**src/rtl/rx_buff_pkg.sv**
```systemverilog
// Shared constants, types and address arithmetic for the correlator capture
// buffers, imported by both the capture (write) units and the buffer reader.
package rx_buff_pkg;

  localparam int UNIT_LINES = 256;
  localparam int BUFF_DEPTH = 128;
  localparam int N_UNITS    = 4;
  localparam int ADDR_W     = 10;
  localparam int DATA_W     = 32;

  localparam int IDX_W  = $clog2(BUFF_DEPTH);
  localparam int UNIT_W = $clog2(N_UNITS);

  typedef logic [IDX_W-1:0]         idx_t;
  typedef logic [UNIT_W-1:0]        unit_t;
  typedef logic [ADDR_W-1:0]        addr_t;
  typedef logic signed [DATA_W-1:0] sample_t;

  typedef enum logic [2:0] {
    ST_IDLE,
    ST_REQ,
    ST_WAIT,
    ST_OUT,
    ST_DONE
  } state_t;

  // The in-buffer position is computed at IDX_W bits so it wraps inside the
  // buffer, which is what makes the circular window contiguous in time.
  function automatic addr_t buff_addr(input unit_t unit, input logic buf_sel,
                                      input idx_t offset, input idx_t idx);
    idx_t pos;
    addr_t base;
    pos  = offset + idx;
    base = addr_t'(unit) * addr_t'(UNIT_LINES);
    if (buf_sel) base = base + addr_t'(BUFF_DEPTH);
    return base + addr_t'(pos);
  endfunction

endpackage

```
**src/rtl/rx_correlator_buff_reader_if.sv**
```systemverilog
// Control, shared-RAM read port and sample stream of the buffer reader.
// master = the reader, slave = its environment (RAM, controller, sink).
interface rx_correlator_buff_reader_if;
  import rx_buff_pkg::*;

  logic    istart;
  unit_t   iunit_sel;
  logic    ibuff_flag;
  idx_t    istart_offset;

  logic    oram_r_enable;
  addr_t   oram_r_address;
  sample_t iram_data_out;

  sample_t osample;
  idx_t    osample_index;
  logic    osample_valid;
  logic    isample_ready;
  logic    olast;

  logic    obusy;
  logic    odone;
  sample_t opeak_value;
  idx_t    opeak_index;

  modport master (
    input  istart, iunit_sel, ibuff_flag, istart_offset,
    output oram_r_enable, oram_r_address,
    input  iram_data_out,
    output osample, osample_index, osample_valid, olast,
    input  isample_ready,
    output obusy, odone, opeak_value, opeak_index
  );

  modport slave (
    output istart, iunit_sel, ibuff_flag, istart_offset,
    input  oram_r_enable, oram_r_address,
    output iram_data_out,
    input  osample, osample_index, osample_valid, olast,
    output isample_ready,
    input  obusy, odone, opeak_value, opeak_index
  );

endinterface

```
**src/rtl/rx_buff_addr_gen.sv**
```systemverilog
// Combinational (unit, buffer, offset, index) -> shared RAM line mapping,
// shared with the capture units so both sides agree on the layout.
module rx_buff_addr_gen
  import rx_buff_pkg::*;
(
  input  unit_t unit,
  input  logic  buf_sel,
  input  idx_t  offset,
  input  idx_t  idx,
  output addr_t addr
);

  assign addr = buff_addr(unit, buf_sel, offset, idx);

endmodule

```
**src/rtl/rx_correlator_buff_reader.sv**
```systemverilog
// Reads one finished 128-sample capture window oldest-first from the shared
// RAM, streams it on valid/ready and reports the window's signed peak.
module rx_correlator_buff_reader
  import rx_buff_pkg::*;
(
  input  logic crx_clk,
  input  logic rrx_rst,
  rx_correlator_buff_reader_if.master bus
);

  localparam idx_t LAST_IDX = idx_t'(BUFF_DEPTH - 1);

  state_t state;
  unit_t  unit_q;
  logic   buf_q;
  idx_t   offset_q;
  idx_t   idx;

  unit_t  gen_unit;
  logic   gen_buf;
  idx_t   gen_offset;
  idx_t   gen_idx;
  addr_t  addr_next;

  // In IDLE the address for sample 0 comes straight from the start request so
  // the first read can issue on the same edge that accepts istart.
  // NOTE: every signal driven in always_comb gets a default first; a path that
  // leaves one unassigned would infer a latch.
  always_comb begin
    gen_unit   = unit_q;
    gen_buf    = buf_q;
    gen_offset = offset_q;
    gen_idx    = idx + idx_t'(1);
    if (state == ST_IDLE) begin
      gen_unit   = bus.iunit_sel;
      gen_buf    = ~bus.ibuff_flag;
      gen_offset = bus.istart_offset;
      gen_idx    = '0;
    end
  end

  rx_buff_addr_gen u_addr_gen (
    .unit    (gen_unit),
    .buf_sel (gen_buf),
    .offset  (gen_offset),
    .idx     (gen_idx),
    .addr    (addr_next)
  );

  // NOTE: sequential state uses non-blocking assignments only, so every
  // register here samples the pre-edge values regardless of statement order.
  always_ff @(posedge crx_clk or negedge rrx_rst) begin
    if (!rrx_rst) begin
      state              <= ST_IDLE;
      unit_q             <= '0;
      buf_q              <= 1'b0;
      offset_q           <= '0;
      idx                <= '0;
      bus.oram_r_enable  <= 1'b0;
      bus.oram_r_address <= '0;
      bus.osample        <= '0;
      bus.osample_index  <= '0;
      bus.osample_valid  <= 1'b0;
      bus.olast          <= 1'b0;
      bus.obusy          <= 1'b0;
      bus.odone          <= 1'b0;
      bus.opeak_value    <= '0;
      bus.opeak_index    <= '0;
    end else begin
      case (state)
        ST_IDLE: begin
          if (bus.istart) begin
            unit_q             <= bus.iunit_sel;
            buf_q              <= ~bus.ibuff_flag;
            offset_q           <= bus.istart_offset;
            idx                <= '0;
            bus.obusy          <= 1'b1;
            bus.oram_r_enable  <= 1'b1;
            bus.oram_r_address <= addr_next;
            state              <= ST_REQ;
          end
        end

        ST_REQ: begin
          bus.oram_r_enable <= 1'b0;
          state             <= ST_WAIT;
        end

        ST_WAIT: begin
          bus.osample       <= bus.iram_data_out;
          bus.osample_index <= idx;
          bus.osample_valid <= 1'b1;
          bus.olast         <= (idx == LAST_IDX);
          // Strict compare keeps the earliest sample on ties.
          if ((idx == '0) || (bus.iram_data_out > bus.opeak_value)) begin
            bus.opeak_value <= bus.iram_data_out;
            bus.opeak_index <= idx;
          end
          state <= ST_OUT;
        end

        ST_OUT: begin
          if (bus.isample_ready) begin
            bus.osample_valid <= 1'b0;
            bus.olast         <= 1'b0;
            if (idx == LAST_IDX) begin
              bus.odone <= 1'b1;
              state     <= ST_DONE;
            end else begin
              idx                <= idx + idx_t'(1);
              bus.oram_r_enable  <= 1'b1;
              bus.oram_r_address <= addr_next;
              state              <= ST_REQ;
            end
          end
        end

        ST_DONE: begin
          bus.odone <= 1'b0;
          bus.obusy <= 1'b0;
          state     <= ST_IDLE;
        end

        default: state <= ST_IDLE;
      endcase
    end
  end

endmodule

```
**src/flat_wrapper.sv**
```systemverilog
// flat-port wrapper written by rule: the top's interface ports become plain ports
module rx_correlator_buff_reader_flat import rx_buff_pkg::*;
  (crx_clk, rrx_rst, bus_istart, bus_iunit_sel, bus_ibuff_flag, bus_istart_offset, bus_oram_r_enable, bus_oram_r_address, bus_iram_data_out, bus_osample, bus_osample_index, bus_osample_valid, bus_olast, bus_isample_ready, bus_obusy, bus_odone, bus_opeak_value, bus_opeak_index);
  rx_correlator_buff_reader_if bus_i ();
  input  logic crx_clk;
  input  logic rrx_rst;
  input wire logic [$bits(bus_i.istart)-1:0] bus_istart;
  input wire logic [$bits(bus_i.iunit_sel)-1:0] bus_iunit_sel;
  input wire logic [$bits(bus_i.ibuff_flag)-1:0] bus_ibuff_flag;
  input wire logic [$bits(bus_i.istart_offset)-1:0] bus_istart_offset;
  output wire logic [$bits(bus_i.oram_r_enable)-1:0] bus_oram_r_enable;
  output wire logic [$bits(bus_i.oram_r_address)-1:0] bus_oram_r_address;
  input wire logic [$bits(bus_i.iram_data_out)-1:0] bus_iram_data_out;
  output wire logic [$bits(bus_i.osample)-1:0] bus_osample;
  output wire logic [$bits(bus_i.osample_index)-1:0] bus_osample_index;
  output wire logic [$bits(bus_i.osample_valid)-1:0] bus_osample_valid;
  output wire logic [$bits(bus_i.olast)-1:0] bus_olast;
  input wire logic [$bits(bus_i.isample_ready)-1:0] bus_isample_ready;
  output wire logic [$bits(bus_i.obusy)-1:0] bus_obusy;
  output wire logic [$bits(bus_i.odone)-1:0] bus_odone;
  output wire logic [$bits(bus_i.opeak_value)-1:0] bus_opeak_value;
  output wire logic [$bits(bus_i.opeak_index)-1:0] bus_opeak_index;
  assign bus_i.istart = bus_istart;
  assign bus_i.iunit_sel = bus_iunit_sel;
  assign bus_i.ibuff_flag = bus_ibuff_flag;
  assign bus_i.istart_offset = bus_istart_offset;
  assign bus_oram_r_enable = bus_i.oram_r_enable;
  assign bus_oram_r_address = bus_i.oram_r_address;
  assign bus_i.iram_data_out = bus_iram_data_out;
  assign bus_osample = bus_i.osample;
  assign bus_osample_index = bus_i.osample_index;
  assign bus_osample_valid = bus_i.osample_valid;
  assign bus_olast = bus_i.olast;
  assign bus_i.isample_ready = bus_isample_ready;
  assign bus_obusy = bus_i.obusy;
  assign bus_odone = bus_i.odone;
  assign bus_opeak_value = bus_i.opeak_value;
  assign bus_opeak_index = bus_i.opeak_index;
  rx_correlator_buff_reader u_core (.crx_clk(crx_clk), .rrx_rst(rrx_rst), .bus(bus_i));
endmodule
```
**config.mk**
```make
export PLATFORM = sky130hd
export DESIGN_NAME = rx_correlator_buff_reader_flat
export DESIGN_NICKNAME = d
export VERILOG_FILES = /design/src/rtl/rx_buff_pkg.sv /design/src/rtl/rx_correlator_buff_reader_if.sv /design/src/rtl/rx_buff_addr_gen.sv /design/src/rtl/rx_correlator_buff_reader.sv /design/src/flat_wrapper.sv
export SDC_FILE = /design/constraint.sdc
export NUM_CORES = 1
export LEC_CHECK = 0
export CAP_MARGIN = 5
export CORE_UTILIZATION = 55
export CTS_BUF_LIST = sky130_fd_sc_hd__clkbuf_4 sky130_fd_sc_hd__clkbuf_8
export CTS_CLUSTER_SIZE = 24
export DETAILED_ROUTE_END_ITERATION = 8
export PLACE_DENSITY = 0.87
export SLEW_MARGIN = 10
export SYNTH_ARGS = -nofsm -noshare
export SYNTH_HDL_FRONTEND = slang
export SYNTH_SLANG_ARGS = --single-unit
export TNS_END_PERCENT = 1
```
**constraint.sdc**
```tcl
create_clock -name crx_clk -period 7.4 [get_ports crx_clk]
set_input_delay 1.11 -clock crx_clk [delete_from_list [all_inputs] [get_ports crx_clk]]
set_output_delay 1.11 -clock crx_clk [all_outputs]
set_load 0.05 [all_outputs]
```
==> results of run 1 <==
-- sequential cells by signal, indices dropped and copies added, names as in the netlist --
| signal | count |
|---|---|
| u_core.bus.odone | 1 |
| u_core.bus.olast | 1 |
| u_core.bus.osample_valid | 1 |
| u_core.bus.obusy | 1 |
| u_core.bus.oram_r_enable | 1 |
| u_core.bus.opeak_index | 7 |
| u_core.unit_q | 2 |
| u_core.buf_q | 1 |
| u_core.idx | 7 |
| u_core.bus.osample | 32 |
| u_core.bus.oram_r_address | 10 |
| u_core.state | 3 |
| u_core.bus.opeak_value | 32 |
| u_core.bus.osample_index | 7 |
| u_core.offset_q | 7 |
-- cell families (layout without fill, tap and decap cells) --
group,Yosys count,after routing,share of synthesized area (%)
xor+xnor,11,11,1.72
buf+inv,64,216,4.80
compound gates,73,73,7.89
mux,91,91,18.6
flops,113,113,50.5
simple gates,82,82,7.24
fa+ha+maj,41,41,9.29
-- cell type report --
class / count / area (um^2) / area share (%)
clock buffers: 23 / 298 / 4.00
multi-input cells: 298 / 2510 / 33.8
flip-flops and latches: 113 / 2830 / 38.0
inverters: 45 / 169 / 2.27
repair buffers: 141 / 1400 / 18.8
clock inverters: 7 / 60.1 / 0.808
well taps: 133 / 166 / 2.24
-- worst reg2reg max path, cell delays in order (launching register included) --
cell	delay (ps)
sky130_fd_sc_hd__dfrtp_1	480
sky130_fd_sc_hd__nor2b_1	370
sky130_fd_sc_hd__nand2b_2	610
sky130_fd_sc_hd__a21oi_1	390
sky130_fd_sc_hd__a21bo_1	280
sky130_fd_sc_hd__o21ai_4	620
sky130_fd_sc_hd__buf_4	390
sky130_fd_sc_hd__mux2_2	380
-- layout by cell type (no fill, tap or decap), types with 3 or more instances in the layout --
| cell type | count |
|---|---|
| sky130_fd_sc_hd__nor2_1 | 16 |
| sky130_fd_sc_hd__nor4_1 | 3 |
| sky130_fd_sc_hd__mux2i_1 | 3 |
| sky130_fd_sc_hd__mux2_2 | 83 |
| sky130_fd_sc_hd__nand3_1 | 12 |
| sky130_fd_sc_hd__a21oi_1 | 27 |
| sky130_fd_sc_hd__clkdlybuf4s50_1 | 137 |
| sky130_fd_sc_hd__o21ai_0 | 24 |
| sky130_fd_sc_hd__nand2_1 | 28 |
| sky130_fd_sc_hd__xnor2_1 | 7 |
| sky130_fd_sc_hd__nand2b_1 | 4 |
| sky130_fd_sc_hd__nor2b_1 | 4 |
| sky130_fd_sc_hd__clkinv_2 | 6 |
| sky130_fd_sc_hd__clkbuf_4 | 3 |
| sky130_fd_sc_hd__inv_1 | 45 |
| sky130_fd_sc_hd__clkbuf_8 | 20 |
| sky130_fd_sc_hd__buf_4 | 4 |
| sky130_fd_sc_hd__nand4_1 | 6 |
| sky130_fd_sc_hd__dfrtp_1 | 113 |
| sky130_fd_sc_hd__mux2_4 | 5 |
| sky130_fd_sc_hd__o2bb2ai_1 | 4 |
| sky130_fd_sc_hd__ha_1 | 40 |
| sky130_fd_sc_hd__xor2_1 | 4 |
-- routing by layer --
layer | vias up | global-route usage (%)
li1 | 1940 | -
met1 | 2008 | 31.9
met2 | 120 | 45.1
met3 | 24 | 5.22
met4 | 0 | 12.1
met5 | - | 0
-- through the flow --
step | hold WS [ps] | setup slack, ps | std cells | util (%) | area, um^2
final | 476 | 3200 | 760 | 75.7 | 7440
after global placement | 460 | 2910 | 730 | 72.1 | 7080
after CTS | 486 | 3210 | 760 | 75.7 | 7440
after global routing | 504 | 3040 | 760 | 75.7 | 7440
after floorplan | 449 | 4090 | 475 | - | 5600
after detailed placement | 473 | 2840 | 730 | 72.1 | 7080
-- final timing paths --
kind | cells after the start | to | slack, ps | start
min in group asynchronous | 1 | u_core.bus.osample[12] | 660 | rrx_rst
worst max register to register | 7 | u_core.bus.opeak_value[5] | 3780 | u_core.state[2]
worst min register to register | 2 | u_core.bus.oram_r_address[7] | 480 | u_core.bus.oram_r_address[7]
worst max-delay path | 10 | u_core.bus.opeak_value[5] | 3200 | bus_iram_data_out[31]
max in group asynchronous | 2 | u_core.bus.oram_r_address[7] | 5440 | rrx_rst
worst min-delay path | 2 | u_core.bus.oram_r_address[7] | 480 | u_core.bus.oram_r_address[7]
==> Implementation_results.wiki, run 1 <==
{| class="wikitable"
! Metric !! Value
|-
| Final hold violation count || 0
|-
| Number of gates resized after CTS || 0
|-
| Max_slew headroom || 35.3%
|-
| Slowest stage cell on the critical path || sky130_fd_sc_hd__o21ai_4
|-
| Number of synthesized flops with an enable pin || 0
|-
| Arrival time at the worst endpoint || 4510 ps
|-
| Area inside the core boundary || 9820 um^2
|-
| Residual DRC count || 0
|-
| Setup Crit Path Kind || input pin to register
|-
| Post-synthesis area per instance || 11.8 um^2
|-
| Number of buffers on the longest clock path || 2
|-
| Width of the chip || 103 um
|-
| Die outline area || 10600 um^2
|-
| Pins over their slew limit || 0
|-
| DRC violation total after the first TritonRoute iteration || 97
|-
| Run status || finished clean
|-
| Global-route wire length before repair || 20700 um
|-
| Antenna violations before repair || 0
|-
| Routed length on met2 || 6450 um
|-
| Final setup violating endpoints || 0
|-
| Ordered list of cells on the worst path || clkdlybuf4s50_1, ha_1, nand4_1, nor4_1, a22oi_1, or4b_4, a21bo_1, o21ai_4, buf_4, mux2_2
|-
| DR vias || 4092
|-
| CP bufs+invs || 2
|-
| Number of detailed-routing iterations run before antenna repair || 4
|-
| Overall Global Routing Usage || 26.2%
|-
| Clock tree root driver cell || sky130_fd_sc_hd__clkbuf_8
|-
| Family with the most delay on the worst path || compound AO/OA/AOI/OAI gates
|-
| Post-DP HPWL || 9210 um
|-
| Initial core utilization || 57.0%
|-
| Fraction of layout cells with a size suffix above 1 || 20.4%
|-
| Final Routed Wirelength || 12800 um
|-
| Synth Net Count || 562
|-
| Per-cell routed wire length || 16.8 um
|-
| Ys flop type || sky130_fd_sc_hd__dfrtp_1
|-
| H-Tree Level Count || 4
|-
| Largest cells by area after synthesis || sky130_fd_sc_hd__dfrtp_1, sky130_fd_sc_hd__mux2_2, sky130_fd_sc_hd__ha_1, sky130_fd_sc_hd__inv_1, sky130_fd_sc_hd__a21oi_1
|-
| Antenna fix cells || 0
|-
| Worst-margin pin slew || 971 ps
|-
| Critical Path RT || 7710 ps
|-
| CTS buffer count || 17
|-
| Cell taking the most area after synthesis || sky130_fd_sc_hd__dfrtp_1
|-
| Yosys warning count || 0
|-
| Routed length on met1 || 5430 um
|-
| Number of maximum-capacitance violations || 0
|-
| Most common library cells after synthesis || sky130_fd_sc_hd__dfrtp_1, sky130_fd_sc_hd__mux2_2, sky130_fd_sc_hd__inv_1
|-
| Final Net Count || 703
|-
| Slowest stage delay, CP || 620 ps
|-
| Site Rows || 36
|-
| Class of the worst hold path || register to register
|-
| Register area share after synthesis || 50.5%
|-
| I/O pin cnt || 139
|-
| Share of synthesized flip-flops with an asynchronous set or reset || 100%
|-
| Portion of synthesized cell area occupied by the leading cell type || 50.5%
|-
| Minimum clock period after layout || 4200 ps
|-
| Uppermost metal layer occupied by signal nets || met4
|-
| Sum Neg Setup Slack || 0 ps
|-
| Kind of start point of the critical path || input pin
|-
| Die span in y || 103 um
|-
| Global placement routability congestion || 0.847
|-
| Clock Latency Late Sink || 420 ps
|-
| CTS tree || done
|-
| Capturing element type of the critical path || register
|-
| Max Fanout on Critical Path || 22
|-
| Remaining number of nets flagged by the antenna check after routing || 0
|-
| Number of buffers added for setup after CTS || 0
|-
| Cells after Synth || 475
|-
| Synth-to-Final Area Change || 32.8%
|-
| Pin count of the biggest net entering global routing || 72
|-
| Number of global-route vias before repair || 4235
|-
| Number of buffers inserted by port buffering || 138
|-
| Flops & latches, synth || 113
|-
| Post-synthesis cell area || 5600 um^2
|-
| Filler cell count || 645
|-
| Via-per-instance ratio || 5.38
|-
| Quantity of hold-fixing buffers added after cts || 0
|-
| Wire length on met3 || 613 um
|-
| RSZ-0062 raised after global routing || no
|-
| Share of the clock period used by the worst path || 56.7%
|-
| Clk pin slew, worst setup/hold paths || 60 ps
|-
| Clock Sinks || 113
|-
| Worst clock skew || 8.09 ps
|-
| Most frequent cell after synthesis || sky130_fd_sc_hd__dfrtp_1
|-
| Yosys cell types || 46
|-
| Global-route congestion overflow total || 0
|-
| Peak Freq || 238 MHz
|}
Power of run 1 is not shown: default switching activity piles up to over one toggle a cycle in this logic, so the estimate is an artifact.
==> run 2: changes to the inputs <==
--- a/config.mk
+++ b/config.mk
@@ -6,11 +6,11 @@
 export NUM_CORES = 1
 export LEC_CHECK = 0
 export CAP_MARGIN = 5
-export CORE_UTILIZATION = 55
+export CORE_UTILIZATION = 51
 export CTS_BUF_LIST = sky130_fd_sc_hd__clkbuf_4 sky130_fd_sc_hd__clkbuf_8
 export CTS_CLUSTER_SIZE = 24
 export DETAILED_ROUTE_END_ITERATION = 8
-export PLACE_DENSITY = 0.87
+export PLACE_DENSITY = 0.81
 export SLEW_MARGIN = 10
 export SYNTH_ARGS = -nofsm -noshare
 export SYNTH_HDL_FRONTEND = slang
==> constraint.sdc (replaced) <==
create_clock -name crx_clk -period 4.4 [get_ports crx_clk]
set_input_delay 0.66 -clock crx_clk [delete_from_list [all_inputs] [get_ports crx_clk]]
set_output_delay 0.66 -clock crx_clk [all_outputs]
set_load 0.05 [all_outputs]
==> Implementation_results.wiki, run 2 (synthesized netlist as in run 1, its figures left out) <==
{| class="wikitable"
! Metric !! Value
|-
| Run status || finished clean (unchanged)
|-
| Worst-margin pin slew || 979 ps (was 971 ps)
|-
| Post-route cell area || 7530 um^2 (was 7440 um^2)
|-
| Critical Path RT || 4710 ps (was 7710 ps)
|-
| Placed Instance Area || 7100 um^2 (was 7080 um^2)
|-
| Worst clock skew || 9.33 ps (was 8.09 ps)
|-
| Fraction of layout cells with a size suffix above 1 || 20.9% (was 20.4%)
|-
| Leading cell type in the layout, fill and taps excluded || sky130_fd_sc_hd__clkdlybuf4s50_1 (unchanged)
|-
| Clk pin slew, worst setup/hold paths || 70 ps (was 60 ps)
|-
| Overall Global Routing Usage || 23.5% (was 26.2%)
|-
| Leading cell types in the layout, fill and taps excluded || sky130_fd_sc_hd__clkdlybuf4s50_1, sky130_fd_sc_hd__dfrtp_1, sky130_fd_sc_hd__mux2_2 (unchanged)
|-
| Class of the worst hold path || input pin to async pin (was register to register)
|-
| Number of maximum-capacitance violations || 0 (unchanged)
|-
| Largest registers || u_core.bus.opeak_value: 32 flops, u_core.bus.osample: 32 flops, u_core.bus.oram_r_address: 10 flops (unchanged)
|-
| Global-route congestion overflow total || 0 (unchanged)
|-
| Slowest stage cell on the critical path || sky130_fd_sc_hd__clkdlybuf4s50_1 (was sky130_fd_sc_hd__o21ai_4)
|-
| Remaining number of nets flagged by the antenna check after routing || 0 (unchanged)
|-
| Number of buffers inserted by port buffering || 138 (unchanged)
|-
| DRC violation total after the first TritonRoute iteration || 149 (was 97)
|-
| Clock Latency Late Sink || 420 ps (about the same)
|-
| Antenna violations before repair || 0 (unchanged)
|-
| Number of global-route vias before repair || 4165 (was 4235)
|-
| Number of detailed-routing iterations run before antenna repair || 4 (unchanged)
|-
| Final Core Density || 72.0% (was 75.7%)
|-
| Global-route wire length before repair || 20700 um (about the same)
|-
| Final hold violation count || 0 (unchanged)
|-
| Capturing element type of the critical path || register (unchanged)
|-
| Setup Crit Path Kind || input pin to register (unchanged)
|-
| Antenna fix cells || 0 (unchanged)
|-
| CTS tree || done (unchanged)
|-
| H-Tree Level Count || 4 (unchanged)
|-
| Post-DP HPWL || 9120 um (was 9210 um)
|-
| Sum Neg Setup Slack || 0 ps (unchanged)
|-
| Final Routed Wirelength || 12600 um (was 12800 um)
|-
| Initial core utilization || 53.5% (was 57.0%)
|-
| Max_slew headroom || 34.7% (was 35.3%)
|-
| Die outline area || 11400 um^2 (was 10600 um^2)
|-
| Slowest stage delay, CP || 520 ps (was 620 ps)
|-
| Number of buffers on the longest clock path || 2 (unchanged)
|-
| Die span in y || 107 um (was 103 um)
|-
| Global placement routability congestion || 0.793 (was 0.847)
|-
| Number of gates resized after CTS || 0 (unchanged)
|-
| Clock tree root driver cell || sky130_fd_sc_hd__clkbuf_8 (unchanged)
|-
| Filler cell count || 742 (was 645)
|-
| I/O pin cnt || 139 (unchanged)
|-
| Site Rows || 37 (was 36)
|-
| Ordered list of cells on the worst path || clkdlybuf4s50_1, ha_1, a21oi_1, o21ai_1, a22oi_1, or4b_4, a21bo_1, o21ai_4, buf_4, mux2_2 (was clkdlybuf4s50_1, ha_1, nand4_1, nor4_1, a22oi_1, or4b_4, a21bo_1, o21ai_4, buf_4, mux2_2)
|-
| DR vias || 4127 (was 4092)
|-
| Quantity of hold-fixing buffers added after cts || 0 (unchanged)
|-
| Number of buffers added for setup after CTS || 0 (unchanged)
|-
| Minimum clock period after layout || 3180 ps
|-
| Final setup violating endpoints || 0 (unchanged)
|-
| Clock Sinks || 113 (unchanged)
|-
| Width of the chip || 107 um (was 103 um)
|-
| Share of the clock period used by the worst path || 72.4%
|-
| Minimum hold slack || 388 ps (was 476 ps)
|-
| Arrival time at the worst endpoint || 3490 ps (was 4510 ps)
|-
| Final Net Count || 705 (was 703)
|-
| CTS buffer count || 17 (unchanged)
|-
| Synth-to-Final Area Change || 34.5% (was 32.8%)
|-
| Family with the most delay on the worst path || buffers and inverters (was compound AO/OA/AOI/OAI gates)
|-
| Via-per-instance ratio || 5.38 (about the same)
|-
| Max Fanout on Critical Path || 21 (was 22)
|-
| Peak Freq || 314 MHz
|-
| Residual DRC count || 0 (unchanged)
|-
| Pin count of the biggest net entering global routing || 79 (was 72)
|-
| CP bufs+invs || 2 (unchanged)
|-
| Kind of start point of the critical path || input pin (unchanged)
|-
| Per-cell routed wire length || 16.4 um (was 16.8 um)
|-
| Area inside the core boundary || 10500 um^2 (was 9820 um^2)
|-
| RSZ-0062 raised after global routing || no (unchanged)
|-
| Pins over their slew limit || 0 (unchanged)
|}
[run 2: cell count changes in the layout (fill, tap and decap cells not counted)]
cell,delta
sky130_fd_sc_hd__bufinv_16,+3
sky130_fd_sc_hd__buf_4,+2
sky130_fd_sc_hd__clkinv_2,-1
sky130_fd_sc_hd__clkbuf_4,-1
sky130_fd_sc_hd__clkbuf_8,-1
sky130_fd_sc_hd__clkinvlp_4,+2
[run 2: worst paths after layout]
check                           slack (ps)                      from                           end  cells after the start
max in group asynchronous             2950                   rrx_rst        u_core.bus.osample[26]                      2
worst max register to register        1350           u_core.state[2]  u_core.bus.oram_r_address[6]                     12
worst max-delay path                  1220     bus_iram_data_out[21]    u_core.bus.opeak_value[10]                     10
min in group crx_clk                   480  u_core.bus.osample_valid      u_core.bus.osample_valid                      2
worst min register to register         480  u_core.bus.osample_valid      u_core.bus.osample_valid                      2
worst min-delay path                   390                   rrx_rst        u_core.bus.osample[10]                      1
[run 2: metal layers]
| metal | global-route usage, % | share of wire [%] | routed length [um] |
|---|---|---|---|
| met1 | 31.1 | 44 | 5590 |
| met2 | 37.9 | 49 | 6170 |
| met3 | 4.50 | 4.5 | 568 |
| met4 | 10.1 | 2.3 | 285 |
| met5 | 0 | 0 | 0 |
[run 2: cell type report]
class / instances / area, um^2 / area share [%]
clock buffer: 21 / 277 / 3.67
multi-input combinational: 298 / 2510 / 33.4
inverter: 45 / 169 / 2.24
clock inverter: 11 / 160 / 2.13
sequential: 113 / 2830 / 37.5
timing repair buffer: 143 / 1420 / 18.8
tap: 136 / 170 / 2.26
[run 2: metrics by stage]
step           worst slack (ps)  instances
6_report                   1220        767
5_1_grt                    1130        767
4_1_cts                    1250        767
3_5_place_dp                810        735
3_3_place_gp                886        735
2_1_floorplan              1120        475
[run 2: worst reg2reg max path, cell delays in order, from the launching register on]
cell and delay [ps]:
sky130_fd_sc_hd__dfrtp_1 480, sky130_fd_sc_hd__nor3_2 210, sky130_fd_sc_hd__buf_4 260, sky130_fd_sc_hd__mux2_2 360, sky130_fd_sc_hd__ha_1 210, sky130_fd_sc_hd__fa_1 400, sky130_fd_sc_hd__a21oi_1 160, sky130_fd_sc_hd__nor2_1 60
sky130_fd_sc_hd__nor2_1 180, sky130_fd_sc_hd__o21bai_1 90, sky130_fd_sc_hd__a21oi_1 170, sky130_fd_sc_hd__xnor2_1 80, sky130_fd_sc_hd__mux2_2 270
Power of run 2 is left out for the same reason.
